### src/rtl/imem_loader_if.sv
// Byte-stream and instruction-memory write bundle for the program loader.
// slave = loader side, master = host/link side.
interface imem_loader_if #(
    parameter int SIZE_INST = 5
);
    logic                 start;
    logic [7:0]           byte_data;
    logic                 byte_valid;
    logic                 byte_ready;
    logic                 imem_we;
    logic [SIZE_INST-1:0] imem_waddr;
    logic [31:0]          imem_wdata;
    logic                 cpu_hold;
    logic                 busy;
    logic                 done;
    logic                 load_ok;

    modport slave (
        input  start, byte_data, byte_valid,
        output byte_ready, imem_we, imem_waddr, imem_wdata,
        output cpu_hold, busy, done, load_ok
    );

    modport master (
        output start, byte_data, byte_valid,
        input  byte_ready, imem_we, imem_waddr, imem_wdata,
        input  cpu_hold, busy, done, load_ok
    );
endinterface

### src/rtl/imem_loader.sv
// Loads the instruction memory from a framed byte stream:
// count, little-endian words, XOR checksum. Holds the CPU while loading.
module imem_loader #(
    parameter int SIZE_INST = 5
) (
    input logic          clk,
    input logic          reset_n,
    imem_loader_if.slave bus
);
    typedef enum logic [2:0] {
        IDLE, COUNT, DATA, WRITE, CHECK, DONE
    } state_t;

    state_t               state;
    state_t               state_nx;
    logic [7:0]           n_words;
    logic [8:0]           wr_cnt;
    logic [8:0]           total;
    logic [8:0]           wr_next;
    logic [SIZE_INST-1:0] addr;
    logic [1:0]           byte_idx;
    logic [7:0]           csum;
    logic [31:0]          asm_word;
    logic                 load_ok_q;
    logic                 xfer;

    assign xfer    = bus.byte_valid & bus.byte_ready;
    assign wr_next = wr_cnt + 9'd1;
    // A count of zero stands for a full memory image
    assign total   = (n_words == 8'd0) ? (9'd1 << SIZE_INST)
                                       : {1'b0, n_words};

    always_ff @(posedge clk or negedge reset_n) begin
        if (!reset_n) begin
            state <= IDLE;
        end else begin
            state <= state_nx;
        end
    end

    always_comb begin
        state_nx = state;
        unique case (state)
            IDLE:  if (bus.start) state_nx = COUNT;
            COUNT: if (xfer) state_nx = DATA;
            DATA:  if (xfer && byte_idx == 2'd3) state_nx = WRITE;
            WRITE: state_nx = (wr_next == total) ? CHECK : DATA;
            CHECK: if (xfer) state_nx = DONE;
            DONE:  state_nx = IDLE;
            default: state_nx = IDLE;
        endcase
    end

    always_ff @(posedge clk or negedge reset_n) begin
        if (!reset_n) begin
            n_words   <= 8'd0;
            wr_cnt    <= 9'd0;
            addr      <= '0;
            byte_idx  <= 2'd0;
            csum      <= 8'd0;
            asm_word  <= 32'd0;
            load_ok_q <= 1'b0;
        end else begin
            unique case (state)
                IDLE: begin
                    if (bus.start) begin
                        load_ok_q <= 1'b0;
                        addr      <= '0;
                        byte_idx  <= 2'd0;
                        csum      <= 8'd0;
                        wr_cnt    <= 9'd0;
                    end
                end
                COUNT: begin
                    if (xfer) n_words <= bus.byte_data;
                end
                DATA: begin
                    if (xfer) begin
                        asm_word <= {bus.byte_data, asm_word[31:8]};
                        csum     <= csum ^ bus.byte_data;
                        byte_idx <= byte_idx + 2'd1;
                    end
                end
                WRITE: begin
                    addr   <= addr + 1'b1;
                    wr_cnt <= wr_next;
                end
                CHECK: begin
                    if (xfer) load_ok_q <= (bus.byte_data == csum);
                end
                default: ;
            endcase
        end
    end

    assign bus.byte_ready = (state == COUNT) || (state == DATA) ||
                            (state == CHECK);
    assign bus.imem_we    = (state == WRITE);
    assign bus.imem_waddr = addr;
    assign bus.imem_wdata = asm_word;
    assign bus.busy       = (state != IDLE);
    assign bus.cpu_hold   = (state != IDLE);
    assign bus.done       = (state == DONE);
    assign bus.load_ok    = load_ok_q;
endmodule

### src/flat_wrapper.sv
// flat-port wrapper written by rule: the top's interface ports become plain ports
module imem_loader_flat 
#(
    parameter int SIZE_INST = 5
)
  (clk, reset_n, bus_start, bus_byte_data, bus_byte_valid, bus_byte_ready, bus_imem_we, bus_imem_waddr, bus_imem_wdata, bus_cpu_hold, bus_busy, bus_done, bus_load_ok);
  imem_loader_if #(.SIZE_INST(SIZE_INST)) bus_i ();
  input logic clk;
  input logic reset_n;
  input wire logic [$bits(bus_i.start)-1:0] bus_start;
  input wire logic [$bits(bus_i.byte_data)-1:0] bus_byte_data;
  input wire logic [$bits(bus_i.byte_valid)-1:0] bus_byte_valid;
  output wire logic [$bits(bus_i.byte_ready)-1:0] bus_byte_ready;
  output wire logic [$bits(bus_i.imem_we)-1:0] bus_imem_we;
  output wire logic [$bits(bus_i.imem_waddr)-1:0] bus_imem_waddr;
  output wire logic [$bits(bus_i.imem_wdata)-1:0] bus_imem_wdata;
  output wire logic [$bits(bus_i.cpu_hold)-1:0] bus_cpu_hold;
  output wire logic [$bits(bus_i.busy)-1:0] bus_busy;
  output wire logic [$bits(bus_i.done)-1:0] bus_done;
  output wire logic [$bits(bus_i.load_ok)-1:0] bus_load_ok;
  assign bus_i.start = bus_start;
  assign bus_i.byte_data = bus_byte_data;
  assign bus_i.byte_valid = bus_byte_valid;
  assign bus_byte_ready = bus_i.byte_ready;
  assign bus_imem_we = bus_i.imem_we;
  assign bus_imem_waddr = bus_i.imem_waddr;
  assign bus_imem_wdata = bus_i.imem_wdata;
  assign bus_cpu_hold = bus_i.cpu_hold;
  assign bus_busy = bus_i.busy;
  assign bus_done = bus_i.done;
  assign bus_load_ok = bus_i.load_ok;
  imem_loader #(.SIZE_INST(SIZE_INST)) u_core (.clk(clk), .reset_n(reset_n), .bus(bus_i));
endmodule
### config.mk
export PLATFORM = sky130hd
export DESIGN_NAME = imem_loader_flat
export DESIGN_NICKNAME = d
export VERILOG_FILES = /design/src/rtl/imem_loader_if.sv /design/src/rtl/imem_loader.sv /design/src/flat_wrapper.sv
export SDC_FILE = /design/constraint.sdc
export NUM_CORES = 1
export LEC_CHECK = 0
export BUFFER_PORTS_ARGS = -buffer_cell sky130_fd_sc_hd__buf_4
export CORE_MARGIN = 5
export CORE_UTILIZATION = 40
export CTS_CLUSTER_SIZE = 14
export DETAILED_ROUTE_END_ITERATION = 10
export SLEW_MARGIN = 20
export SYNTH_ARGS = -nofsm -noshare
export SYNTH_HDL_FRONTEND = slang
export SYNTH_SLANG_ARGS = --single-unit
### constraint.sdc
create_clock -name clk -period 2.5 [get_ports clk]
set_clock_uncertainty 0.1 [all_clocks]
set_input_delay 0.25 -clock clk [delete_from_list [all_inputs] [get_ports clk]]
set_output_delay 0.25 -clock clk [all_outputs]
set_load 0.02 [all_outputs]
Word-level counts from Yosys, hierarchy flattened
Index checks and enable logic that the tools add are counted.
Widths: inputs -> output; s select.
{"block": "totals", "ff_bits": 68, "input_bits": 12, "out_inout_bits": 43, "word_cells": 61}
{"block": "classes", "add_sub_neg": 3, "n_eq_ne": 13, "mux": 20, "bitwise": 2, "reduce_logical": 15}
{"op": "$mux 8", "count": 3}
{"op": "$pmux 9 s2", "count": 1}
{"op": "$pmux 8 s2", "count": 1}
{"op": "$mux 3", "count": 5}
{"op": "$pmux 3 s5", "count": 1}
{"op": "$pmux 5 s2", "count": 1}
{"op": "$add 9x1->9 const B", "count": 1}
{"op": "$eq 9x9->1", "count": 1}
{"op": "$mux 9", "count": 1}
{"op": "$eq 8x8->1", "count": 1}
{"op": "$logic_not 8->1", "count": 1}
{"op": "$ne 2x1->1 const B", "count": 4}
{"op": "$xor 8x8->8", "count": 1}
{"op": "$eq 3x2->1 const B", "count": 2}
{"op": "$eq 3x3->1 const B", "count": 2}
{"op": "$reduce_and 2->1", "count": 3}
{"op": "$reduce_and 3->1", "count": 2}
{"op": "$reduce_bool 2->1", "count": 3}
{"op": "$add 5x1->5 const B", "count": 1}
{"op": "$mux 5", "count": 1}
{"op": "$mux 2", "count": 2}
{"op": "$pmux 2 s2", "count": 1}
{"op": "$reduce_and 4->1", "count": 1}
{"op": "$eq 3x1->1 const B", "count": 1}
{"op": "other kinds (10)", "count": 12}

Depth between registers and ports, before layout
{"block": "depth", "word_depth": 7, "depth_mapped": 7, "mapped_depth_nobuf": 6}

Least setup slack after synthesis
Ideal clock, no wire load.
{"block": "synth_path", "path_type": "reg2reg", "start": "register u_core.wr_cnt[0]", "end": "register u_core.state[1]", "setup_time_ns": 0.124, "arrival_time_ns": 1.814, "required_time_ns": 2.276, "setup_slack_ns": 0.462, "path_stages_with_launch": 6, "path_buffers": 0, "period_less_slack_ns": 2.038, "cell_sequence": "dfrtp_1 > and3_4 > and3_4 > xnor3_1 > or4_4 > o31a_1"}
{"block": "synth_between", "elab_chain_cells": 4}
{"element": "from (decl)", "line_no": "imem_loader.sv:17", "text": "logic [8:0] wr_cnt;"}
{"element": "from (signal assigned)", "line_no": "imem_loader.sv:86", "text": "wr_cnt <= wr_next;"}
{"element": "$add 9x1->9", "line_no": "imem_loader.sv:28", "text": "assign wr_next = wr_cnt + 9'd1;"}
{"element": "$eq 9x9->1", "line_no": "imem_loader.sv:47", "text": "WRITE: state_nx = (wr_next == total) ? CHECK : DATA;"}
{"element": "$mux 3", "line_no": "imem_loader.sv:47"}
{"element": "$pmux 3 s5", "line_no": "imem_loader.sv:43", "text": "unique case (state)"}
{"element": "to (signal assigned)", "line_no": "imem_loader.sv:37", "text": "state <= state_nx;"}
{"element": "to (decl)", "line_no": "imem_loader.sv:14", "text": "state_t state;"}
No other way between the ends.
A chain may end at the register's enable or synchronous reset.

Worst setup path in the final report
Same ends and word-level chain as after synthesis.

==> summary.md <==
| Metric | Value |
|---|---|
| Outcome | `finished clean` |
| Crit path largest cell delay | `0.43 ns` |
| Most frequent cell after synthesis | `nand2_1` |
| Post-synth EDFFs | `0` |
| Data required, critical path | `2.63 ns` |
| Vias per inst | `4.94` |
| CP startpoint kind | `flop` |
| Skew-Pair Late Insertion Delay | `0.34 ns` |
| Vias in the first global route | `between 2000 and 3000` |
| Worst R2R End | `u_core.state[1]$_DFFE_PN0P_` |
| Syn Area/Cell | `9.11 sq um` |
| Crit-path cells | `ha_1, nand3_1, or3_1, o21ai_0, a311oi_1, o31a_1` |
| Syn Nets | `360` |
| Fill cells | `768` |
| Chip Height | `98.6 um` |
| Slew margin rel. | `43.1%` |
| Largest net degree at the start of global routing | `69` |
| RSZ-0062 raised after global routing | `false` |
| WS Path Type | `flop to flop` |
| Worst R2R Start | `u_core.wr_cnt[0]$_DFFE_PN0P_` |
| Final instance area | `between 3000 and 4000 sq um` |
| Met1 Track Usage GR | `21.3%` |
| Initial Util | `40.9%` |
| Share of the synthesized area in the top cell type | `between 50% and 60%` |
| First-pass GRT wire length | `12200 um` |
| Nets@finish | `a little over 400` |
| Die Area | `9730 sq um` |
| Layout area overhead | `22.5%` |
| Post-placement cell area | `3650 sq um` |
| Drt wl/cell | `approximately 14 um` |
| Drt pass-1 iters | `4` |
| TNS Setup | `0 ns` |
| Drc violations | `0` |
| Fin. Hold Viols | `0` |
| Synth Register Bits | `68` |
| Top cells by count, synth | `nand2_1 (117), dfrtp_1 (68), o21ai_0 (40), nor2_1 (24), clkbuf_1 (14)` |
| Worst Tran Pin Value | `0.853 ns` |
| Boundary Pins | `55` |
| R2R cell count | `6` |
| Post-Synthesis Cells | `roughly 350` |
| Slew Viols, Final | `0` |
| Synth Cell Area | `3140 sq um` |
| Gr ovfl total | `0` |
| Vias | `between 2000 and 3000` |
| Buffers added on ports | `54` |
| Most utilized layer in the global route result | `met2` |
| Initial antenna violation count | `0` |
| CP max stage cell | `dfrtp_1` |
| Hold WC Path Type | `primary input to flop` |
| CTS Root Cell | `clkbuf_8` |
| Fmax | `about 470 MHz` |
| GRT met2 Usage | `23.6%` |
| R2R setup slack | `0.35 ns` |
| Row count | `32` |
| Total of max-cap violations | `0` |
| Primary FF master, synth | `dfrtp_1` |
| Die extent in x | `98.6 um` |
| Share of the yosys chip area belonging to registers | `54.2%` |
| M3 GR Usage | `2.62%` |
| ANT cells | `0` |
| CTS tree | `built` |
| Worst-path clk slew | `0.07 ns` |
| Clock Tree Buf Depth | `2` |
| Top post-synthesis cells by area | `dfrtp_1 (54%), nand2_1 (14%), o21ai_0 (6.4%)` |
| Gpl congestion | `around 0.85` |
| Resized Gates After CTS | `0` |
| Ratio of cells with drive above 1 in the final layout | `about 22%` |
| Async set or reset register ratio after synthesis | `100%` |
| Post-route ant nets | `0` |
| CP endpoint | `u_core.state[1]$_DFFE_PN0P_` |
| Period minus WS final | `2.15 ns` |
| Period utilisation layout | `86.0%` |
| Yosys cell types | `35` |
| Leak Pwr | `1.90 nW` |
| CTS Buf Count | `9` |
| H-tree levels | `3` |
| Synth area leader | `dfrtp_1` |
| Final setup viols | `0` |
| Starting DRT DRC Count | `92` |
| Worst Path Max Fanout | `6` |
| Yosys Warn Count | `0` |
| VDD IR-drop max | `0.000498 V` |
| Worst setup EP type | `flop` |
| Hpwl dp | `~4700 um` |
| Crit path launch | `u_core.wr_cnt[0]$_DFFE_PN0P_` |
| GRT Total Usage | `15.4%` |
| Clk sinks | `68` |
| Crit path arrival time | `2.28 ns` |
| Routed wire length | `roughly 7000 um` |
| Pwr/cell area | `between 1000 and 1500 nW/um^2` |
| Core area | `approximately 7700 sq um` |
==> area by class of cell <==
type                    count  area (sq um)  area share, %
flip-flops and latches     68          1700           44.2
multi-input cells         258          1370           35.6
repair buffers             59           445           11.6
clock buffers              10           128           3.32
well taps                 102           128           3.32
clock inverters             6          63.8           1.66
inverters                   3          11.3          0.293
==> state kept, by name, indices dropped and copies added, names as in the netlist <==
register	flops
u_core.bus.imem_waddr	5
u_core.bus.imem_wdata	32
u_core.bus.load_ok	1
u_core.byte_idx	2
u_core.csum	8
u_core.n_words	8
u_core.state	3
u_core.wr_cnt	9
==> cell usage in the layout, fill, tap and decap left out, types with 2 or more instances in the layout <==
master / instances
nand2_1: 117
dfrtp_1: 68
buf_4: 58
o21ai_0: 40
nor2_1: 24
xor2_1: 11
mux2_2: 9
clkbuf_8: 9
xnor2_1: 8
nand3_1: 7
o31ai_1: 5
nand4_1: 4
a21oi_1: 4
ha_1: 3
inv_1: 2
nand2b_1: 2
and3_1: 2
and3_4: 2
nor4_1: 2
nor3_1: 2
a22o_1: 2
o41ai_1: 2
clkinv_2: 2
clkinvlp_4: 2
==> metal layers <==
metal  routed length [um]  up-vias
met5                    0        -
met4                  133        0
met3                  224       12
met2                 3120       45
met1                 3480     1185
li1                     -     1260
==> worst min path at each step <==
stage,start,endpoint,slack (ns),cells past startpoint
detailed placement,reset_n,u_core.bus.imem_wdata[11]$_DFFE_PN0P_,0.32,1
CTS,bus_byte_valid,u_core.state[0]$_DFFE_PN0P_,0.02,2
finish,bus_byte_valid,u_core.state[0]$_DFFE_PN0P_,0.04,2
global placement,reset_n,u_core.bus.imem_wdata[11]$_DFFE_PN0P_,0.32,1
global route,bus_byte_valid,u_core.state[0]$_DFFE_PN0P_,0.03,2
floorplan,reset_n,u_core.bus.imem_waddr[0]$_DFFE_PN0P_,-0.15,0
==> through the flow <==
stage | worst slack, ns | utilization (%) | instances | hold WS, ns | power (mW)
after floorplan | 0.462 | - | 345 | -0.146 | 3.26
after global placement | 0.415 | 47.4 | 489 | 0.324 | 4.05
after detailed placement | 0.370 | 47.4 | 489 | 0.317 | 4.10
after CTS | 0.361 | 50.0 | 506 | 0.0188 | 5.00
after global routing | 0.150 | 50.0 | 506 | 0.0294 | 5.36
final | 0.351 | 50.0 | 506 | 0.0357 | 4.94
==> cells by family (layout without fill, tap and decap cells) <==
logic type | after synthesis | after routing | synth area share [%]
simple gates | 167 | 167 | 22.1
flops | 68 | 68 | 54.2
fa+ha+maj | 3 | 3 | 1.19
buf+inv | 19 | 78 | 2.39
compound gates | 58 | 58 | 10.6
mux | 10 | 10 | 3.54
xor+xnor | 20 | 20 | 6.01
==> critical path, delay by kind of cell (launching register included) <==
kind / cells / cell delay (ns)
simple gates: 2 / 0.63
fa+ha+maj: 1 / 0.28
compound gates: 3 / 0.61
flops: 1 / 0.43
==> power by group <==
group	total, mW	switching, mW	internal (mW)	leakage (nW)
Sequential	1.97	0.417	1.55	0.872
Combinational	2.08	1.22	0.865	0.933
Clock	0.887	0.426	0.461	0.0927
Total	4.94	2.06	2.88	1.90
==> repair_timing <==
item                                   CTS  global route
endpoints found under the hold margin   68             0
hold buffers                             1             0
setup buffers                            0             0
Power figures use the tool's default switching activity.
